===== config.mk =====
export PLATFORM = sky130hd
export DESIGN_NAME = board_input_if
export DESIGN_NICKNAME = d
export VERILOG_FILES = /design/src/rtl/gpu_io_pkg.sv /design/src/rtl/debounce_bit.sv /design/src/rtl/board_input_if.sv
export SDC_FILE = /design/constraint.sdc
export NUM_CORES = 1
export LEC_CHECK = 0
export ABC_CLOCK_PERIOD_IN_PS = 2600
export BUFFER_PORTS_ARGS = -buffer_cell sky130_fd_sc_hd__buf_2
export CORE_AREA = 2 2 160 162
export CTS_CLUSTER_DIAMETER = 40
export DETAILED_ROUTE_END_ITERATION = 10
export DIE_AREA = 0 0 162 164
export PLACE_DENSITY = 0.87
export SLEW_MARGIN = 20
export SYNTH_ARGS = -nofsm -noshare
export SYNTH_HDL_FRONTEND = slang
export SYNTH_HIERARCHICAL = 1
export SYNTH_SLANG_ARGS = --single-unit

===== constraint.sdc =====
create_clock -name clk -period 2.6 [get_ports clk]
set_clock_uncertainty 0.15 [all_clocks]
set_input_delay 0 -clock clk [delete_from_list [all_inputs] [get_ports clk]]
set_output_delay 0 -clock clk [all_outputs]
set_load 0.01 [all_outputs]

===== src/rtl/gpu_io_pkg.sv =====
// Shared definitions for the board input path: read-port register
// selects, the ID word and the read handshake state type.
package gpu_io_pkg;

  // Read-port register selects carried on rd_sel
  localparam logic [1:0] SEL_SW  = 2'd0;
  localparam logic [1:0] SEL_KEY = 2'd1;
  localparam logic [1:0] SEL_EVT = 2'd2;
  localparam logic [1:0] SEL_ID  = 2'd3;

  // Identification word returned for SEL_ID
  localparam logic [15:0] ID_WORD = 16'h600D;

  // Four-phase read handshake states
  typedef enum logic {
    IDLE = 1'b0,
    ACK  = 1'b1
  } rd_state_e;

  // Width of a counter that must reach `cycles`; never narrower than one bit
  function automatic int unsigned cnt_width(input int unsigned cycles);
    if (cycles < 1) begin
      return 1;
    end
    return $clog2(cycles + 1);
  endfunction

endpackage


===== src/rtl/debounce_bit.sv =====
// One input bit: two-flop synchroniser followed by a run-length debouncer.
// The stable level only changes after DEBOUNCE_CYCLES consecutive edges on
// which the synchronised level disagrees with it.
module debounce_bit
  import gpu_io_pkg::*;
#(
  parameter int unsigned DEBOUNCE_CYCLES = 1_000_000
) (
  input  logic clk,
  input  logic rst_n,
  input  logic raw_i,
  output logic stable_o,
  output logic rise_o
);

  localparam int unsigned        CNT_W    = cnt_width(DEBOUNCE_CYCLES);
  // Counter value seen on the edge that completes the mismatch run
  localparam logic [CNT_W-1:0]   CNT_LAST = CNT_W'(DEBOUNCE_CYCLES - 1);

  logic             meta_q;
  logic             sync_q;
  logic [CNT_W-1:0] cnt_q;
  logic [CNT_W-1:0] cnt_d;
  logic             stable_q;
  logic             stable_d;

  // Count consecutive disagreeing edges; accept the new level on the last one
  always_comb begin
    cnt_d    = '0;
    stable_d = stable_q;
    if (sync_q != stable_q) begin
      if (cnt_q == CNT_LAST) begin
        stable_d = sync_q;
        cnt_d    = '0;
      end else begin
        cnt_d = cnt_q + 1'b1;
      end
    end
  end

  // Synchroniser, counter and stable level registers
  always_ff @(posedge clk or negedge rst_n) begin
    if (!rst_n) begin
      meta_q   <= 1'b0;
      sync_q   <= 1'b0;
      cnt_q    <= '0;
      stable_q <= 1'b0;
    end else begin
      meta_q   <= raw_i;
      sync_q   <= meta_q;
      cnt_q    <= cnt_d;
      stable_q <= stable_d;
    end
  end

  assign stable_o = stable_q;
  // High during the cycle whose closing edge turns the stable level 0 -> 1,
  // so the owner can latch an event on the same edge the level changes.
  assign rise_o   = stable_d & ~stable_q;

endmodule


===== src/rtl/board_input_if.sv =====
// Board-to-core input path: debounced switches and push-buttons, sticky
// key-press flags, and a four-phase request/acknowledge read port.
module board_input_if
  import gpu_io_pkg::*;
#(
  parameter int unsigned SW_WIDTH        = 9,
  parameter int unsigned KEY_WIDTH       = 4,
  parameter int unsigned DEBOUNCE_CYCLES = 1_000_000,
  parameter int unsigned DATA_WIDTH      = 16
) (
  input  logic                  clk,
  input  logic                  rst_n,
  input  logic [SW_WIDTH-1:0]   sw_raw,
  input  logic [KEY_WIDTH-1:0]  key_n_raw,
  input  logic                  rd_req,
  input  logic [1:0]            rd_sel,
  output logic                  rd_ack,
  output logic [DATA_WIDTH-1:0] rd_data,
  output logic [SW_WIDTH-1:0]   sw_state,
  output logic [KEY_WIDTH-1:0]  key_state,
  output logic [KEY_WIDTH-1:0]  key_event
);

  logic [SW_WIDTH-1:0]   sw_stable;
  logic [SW_WIDTH-1:0]   sw_rise_unused;
  logic [KEY_WIDTH-1:0]  key_stable;
  logic [KEY_WIDTH-1:0]  key_rise;

  logic [KEY_WIDTH-1:0]  key_event_q;
  logic [KEY_WIDTH-1:0]  key_event_d;

  rd_state_e             state_q;
  rd_state_e             state_d;
  logic                  rd_ack_q;
  logic                  rd_ack_d;
  logic [DATA_WIDTH-1:0] rd_data_q;
  logic [DATA_WIDTH-1:0] rd_data_d;
  logic [DATA_WIDTH-1:0] rd_mux;
  logic                  evt_clr;

  // Switches: level only, no events are derived from them
  for (genvar gi = 0; gi < SW_WIDTH; gi++) begin : g_sw
    debounce_bit #(
      .DEBOUNCE_CYCLES (DEBOUNCE_CYCLES)
    ) u_db (
      .clk      (clk),
      .rst_n    (rst_n),
      .raw_i    (sw_raw[gi]),
      .stable_o (sw_stable[gi]),
      .rise_o   (sw_rise_unused[gi])
    );
  end

  // Keys: pins are active-low, so invert before synchronising; the reset
  // level of every stage therefore means "released".
  for (genvar gi = 0; gi < KEY_WIDTH; gi++) begin : g_key
    debounce_bit #(
      .DEBOUNCE_CYCLES (DEBOUNCE_CYCLES)
    ) u_db (
      .clk      (clk),
      .rst_n    (rst_n),
      .raw_i    (~key_n_raw[gi]),
      .stable_o (key_stable[gi]),
      .rise_o   (key_rise[gi])
    );
  end

  // Select the word a new request will capture
  always_comb begin
    rd_mux = '0;
    case (rd_sel)
      SEL_SW:  rd_mux = DATA_WIDTH'(sw_stable);
      SEL_KEY: rd_mux = DATA_WIDTH'(key_stable);
      SEL_EVT: rd_mux = DATA_WIDTH'(key_event_q);
      SEL_ID:  rd_mux = DATA_WIDTH'(ID_WORD);
      default: rd_mux = '0;
    endcase
  end

  // Read handshake: capture once on request entry, hold until request drops
  always_comb begin
    state_d   = state_q;
    rd_ack_d  = rd_ack_q;
    rd_data_d = rd_data_q;
    evt_clr   = 1'b0;
    case (state_q)
      IDLE: begin
        rd_ack_d = 1'b0;
        if (rd_req) begin
          state_d   = ACK;
          rd_ack_d  = 1'b1;
          rd_data_d = rd_mux;
          evt_clr   = (rd_sel == SEL_EVT);
        end
      end
      ACK: begin
        rd_ack_d = 1'b1;
        if (!rd_req) begin
          state_d  = IDLE;
          rd_ack_d = 1'b0;
        end
      end
      default: begin
        state_d  = IDLE;
        rd_ack_d = 1'b0;
      end
    endcase
  end

  // Read FSM with registered acknowledge and data
  always_ff @(posedge clk or negedge rst_n) begin
    if (!rst_n) begin
      state_q   <= IDLE;
      rd_ack_q  <= 1'b0;
      rd_data_q <= '0;
    end else begin
      state_q   <= state_d;
      rd_ack_q  <= rd_ack_d;
      rd_data_q <= rd_data_d;
    end
  end

  // Sticky press flags: a clear-on-read wipes old flags, but a press that
  // becomes stable on the very same edge survives the clear.
  always_comb begin
    key_event_d = (evt_clr ? '0 : key_event_q) | key_rise;
  end

  // Press-event register
  always_ff @(posedge clk or negedge rst_n) begin
    if (!rst_n) begin
      key_event_q <= '0;
    end else begin
      key_event_q <= key_event_d;
    end
  end

  assign rd_ack    = rd_ack_q;
  assign rd_data   = rd_data_q;
  assign sw_state  = sw_stable;
  assign key_state = key_stable;
  assign key_event = key_event_q;

endmodule


Word-level counts from Yosys, hierarchy flattened
Index checks and enable logic that the tools add are counted.
W data, S select, Z words.
{"block": "totals", "regBits": 320, "word_cells": 161}
{"block": "classes", "add_sub_neg": 13, "n_eq_ne": 29, "n_mux": 39, "bitwise_logic": 14, "reduce_logical": 11}
{"operator": "$mux W20", "n": 26}
{"operator": "$add A20 B1 Y20 const B", "n": 13}
{"operator": "$eq A20 B20 Y1 const B", "n": 13}
{"operator": "$pmux W16 S4", "n": 1}
{"operator": "$reduce_and A2 Y1", "n": 10}
{"operator": "$ne A1 B1 Y1", "n": 13}
{"operator": "$mux W1", "n": 11}
{"operator": "$not A1 Y1", "n": 9}
{"operator": "$and A1 B1 Y1", "n": 4}
{"operator": "$eq A2 B2 Y1 const B", "n": 2}
{"operator": "$mux W4", "n": 1}
{"operator": "$or A4 B4 Y4", "n": 1}
{"operator": "$eq A2 B1 Y1 const B", "n": 1}
{"operator": "$logic_not A2 Y1", "n": 1}

Longest topological paths before layout
{"block": "logic_depth", "ltp_word": 5, "mapped_depth": 6, "mapped_depth_nobuf": 6}

Modules after synthesis
The synthesis kept the hierarchy.
{"module": "debounce_bit (g_key[0].u_db ...)", "n_inst": 12, "cells_each": 115, "area_per_inst_um2": 1111.1, "seq_area_each_um2": 575.6}
{"module": "debounce_bit (g_sw[1].u_db)", "n_inst": 1, "cells_each": 109, "area_per_inst_um2": 1112.3, "seq_area_each_um2": 575.6}
{"module": "board_input_if", "n_inst": 1, "cells_each": 63, "area_per_inst_um2": 728.2, "seq_area_each_um2": 375.4}

Worst setup path before layout
No wires, ideal clock.
{"block": "synth_path", "kind": "register to register", "startpoint": "reg g_key[0].u_db.cnt_q[0]", "endpoint": "reg g_key[0].u_db.cnt_q[18]", "setup_time_ns": 0.078, "arrival_time_ns": 1.897, "setup_slack_ns": 0.475, "stages_incl_launch_ff": 7, "path_buffers": 1, "period_less_slack_ns": 2.125, "cell_sequence": "dfrtp_1 > ha_1 > nand2_1 > or4_1 > buf_2 > or4_1 > a21oi_1"}
{"block": "synth_between", "elab_chain_cells": 3, "elab_cells_between_ends": 4, "cone_classes": "add/sub: 1; eq/ne: 1; mux: 2"}
{"item": "start: declaration", "line_no": "debounce_bit.sv:22", "rtl": "logic [CNT_W-1:0] cnt_q;"}
{"item": "start signal: assignment", "line_no": "debounce_bit.sv:51", "rtl": "cnt_q <= cnt_d;"}
{"item": "$add A20 B1 Y20 or $eq A20 B20 Y1 (tied branches)", "line_no": "debounce_bit.sv:36, debounce_bit.sv:32"}
{"item": "$mux W20 (*)", "line_no": "debounce_bit.sv:32", "rtl": "if (cnt_q == CNT_LAST) begin"}
{"item": "$mux W20 (*)", "line_no": "debounce_bit.sv:31", "rtl": "if (sync_q != stable_q) begin"}
{"item": "net g_key[0].u_db.cnt_d[18]", "line_no": "debounce_bit.sv:23", "rtl": "logic [CNT_W-1:0] cnt_d;"}
The timed path passes the listed nets; every way through them passes the cells marked *.
A chain may end at the register's enable or synchronous reset.

Final worst setup path
{"block": "layout_path", "startpoint": "reg g_key[2].u_db.cnt_q[0]", "endpoint": "reg g_key[2].u_db.cnt_q[12]"}
{"block": "layout_between", "elab_chain_cells": 3, "elab_cells_between_ends": 4, "cone_classes": "add/sub: 1; eq/ne: 1; mux: 2"}
{"item": "start: declaration", "line_no": "debounce_bit.sv:22"}
{"item": "start signal: assignment", "line_no": "debounce_bit.sv:51"}
{"item": "$add A20 B1 Y20 or $eq A20 B20 Y1 (tied branches)", "line_no": "debounce_bit.sv:36, debounce_bit.sv:32"}
{"item": "$mux W20 (*)", "line_no": "debounce_bit.sv:32"}
{"item": "$mux W20 (*)", "line_no": "debounce_bit.sv:31"}
{"item": "net g_key[2].u_db.cnt_d[12]", "line_no": "debounce_bit.sv:23"}
Marked as above.

==> results_dict.tcl <==
set metrics [dict create \
    detail_route.wl_per_cell_microns 16.5 \
    dpl_worst_slack_ns 0.317 \
    grt_max_degree 67 \
    drt_iter0_markers 829 \
    fin_nets 1648 \
    drtAntennaViolNets 0 \
    dieArea_sq_um 26600 \
    switching_share 0.227 \
    layout-drive-gt1-share 0.143 \
    pwr-share-clk 0.532 \
    power_leakage_nw 7.16 \
    finalCritPeriodShare 0.924 \
    core-area_sq_um 24800 \
    die_h_microns 164 \
    p_per_area_nw_per_um2 667 \
    setup_ws_ns 0.198 \
    synth.cell_area_sq_um 15100 \
    cts_sinks 314 \
    cp_data_required_time_ns 2.90 \
    via_per_inst 6.01 \
    cp_max_fo 8 \
    rows 58 \
    final.setup.tns_ns 0 \
    start_kind "flip-flop" \
    grt_antenna_before_repair 0 \
    vias 11900 \
    gp_congestion 0.843 \
    post-dp-hpwl_mm 20.1 \
    numPortBuffers 46 \
    tritoncts "built" \
    drt_wl_total_mm 32.8 \
    hold_viol_final 0 \
    grt_pass1_vias 11900 \
    p_seq_frac 0.432 \
    avgSynthCellArea_sq_um 9.78 \
    critical_path_class "reg2reg" \
    cts_buffer_depth 3 \
    syn2layout_area_growth_pct 16.0 \
    numCtsBuffers 42 \
    hold_path.class "in2reg" \
    grt_setup_unrepaired "false" \
    syn_inst 1543 \
    comb_power_share 0.035 \
    cp.arrival_ns 2.70 \
    fillers 1732 \
    fmaxAchievable_mhz 416 \
    setup_violations 0 \
    layout_min_cycle_time_ns 2.40 \
    cts.repair.resized 0 \
    root_buffer "clkbuf_16" \
    path_clk_slew_ns 0.07 \
    p_int_mw 9.02 \
    worstMarginPinSlew_ns 0.594 \
    firstDrtPassIters 5 \
    r2r_slack_ns 0.20 \
    cap_violations 0 \
    crit_path_end_kind "flip-flop" \
    ir_worst_vdd_mv 0.681 \
    max-slew-margin-rel 0.600 \
    drv_slew 0 \
    grt_pass1_wl_mm 56.6 \
    yosysWarnings 6 \
    pin_count 52 \
    clk_latency_ns 0.53 \
    grt.total_usage 0.256 \
    die_w_microns 162 \
    h-tree-depth 2 \
    total_switching_power_mw 2.65 \
    place_area_sq_um 15600 \
    start_util 0.608 \
    num_antenna_cells 0 \
    final_area_sq_um 17500 \
    status "finished, final reports clean" \
    route.detailed.drc 0 \
    grt_overflow 0 \
]
cell type report:
cell class	count	area [sq um]	area share
inverters	82	308	0.0176
flip-flops and latches	314	7860	0.449
clock buffers	50	1170	0.0671
clock inverters	28	377	0.0215
multi-input cells	1079	6610	0.378
repair buffers	98	763	0.0436
well taps	330	413	0.0236
layer usage:
metal | global-route usage | up-vias | wire length [microns]
met5 | 0 | - | 0
met4 | 0.0897 | 0 | 909
met3 | 0.0439 | 81 | 1610
met2 | 0.454 | 339 | 16700
met1 | 0.318 | 5914 | 13600
li1 | - | 5573 | -
power by group through the flow:
stage / Combinational (mW) / Sequential (mW) / Clock, mW
6_report: 0.414 / 5.05 / 6.21
5_1_grt: 0.472 / 5.06 / 6.52
4_1_cts: 0.421 / 5.05 / 6.32
3_5_place_dp: 0.373 / 5.13 / 0
3_3_place_gp: 0.361 / 5.13 / 0
2_1_floorplan: 0.181 / 5.12 / 0
state kept, by name (all words and copies together) (netlist names):
name	cells
g_sw.u_db/meta_q	9
g_key.u_db/meta_q	4
key_event	4
g_key.u_db/sync_q	4
rd_ack	1
g_sw.u_db/cnt_q	180
g_key.u_db/cnt_q	80
rd_data	10
g_key.u_db/stable_o	4
g_sw.u_db/stable_o	9
g_sw.u_db/sync_q	9
path summary, 6_finish.rpt:
| check | start | to | depth (start not counted) |
|---|---|---|---|
| max | g_key[2].u_db/cnt_q[0] | g_key[2].u_db/cnt_q[12] | 5 |
| min | rd_req | rd_ack | 2 |
| max reg2reg | g_key[2].u_db/cnt_q[0] | g_key[2].u_db/cnt_q[12] | 5 |
| min reg2reg | g_sw[0].u_db/meta_q | g_sw[0].u_db/sync_q | 0 |
| max in group asynchronous | rst_n | g_sw[7].u_db/sync_q | 4 |
| min in group asynchronous | rst_n | g_sw[8].u_db/cnt_q[18] | 4 |
repair_timing:
action                                 4_1_cts  5_1_grt
endpoints found under the hold margin      342        0
hold buffers                                31        0
buffers inserted                             0        0
worst max-delay path: stages, from the launching register on:
cell and delay (ns):
dfrtp_1 0.43, ha_1 0.27, nand2_1 0.11, or4_1 0.65, or3_2 0.49, a21oi_1 0.21
cells in the final DEF (no fill, tap or decap), drive strengths merged, types with 62 or more instances in the layout:
| master | instances |
|---|---|
| dfrtp | 314 |
| nor2 | 204 |
| nand3 | 115 |
| a21oi | 100 |
| inv | 91 |
| xnor2 | 84 |
| o21ai | 77 |
| buf | 68 |
| xor2 | 63 |
| or3 | 63 |
| or4 | 62 |
per-stage QoR:
| step | cells | power (mW) | utilization | hold slack (ns) |
|---|---|---|---|---|
| 2_1_floorplan | 1547 | 5.30 | - | -0.446 |
| 3_3_place_gp | 1872 | 5.49 | 0.630 | -0.184 |
| 3_5_place_dp | 1872 | 5.51 | 0.630 | -0.181 |
| 4_1_cts | 1981 | 11.8 | 0.705 | 0.0303 |
| 5_1_grt | 1981 | 12.1 | 0.705 | 0.0522 |
| 6_report | 1981 | 11.7 | 0.705 | 0.0625 |
No activity file was read; power rests on OpenSTA's default activity.
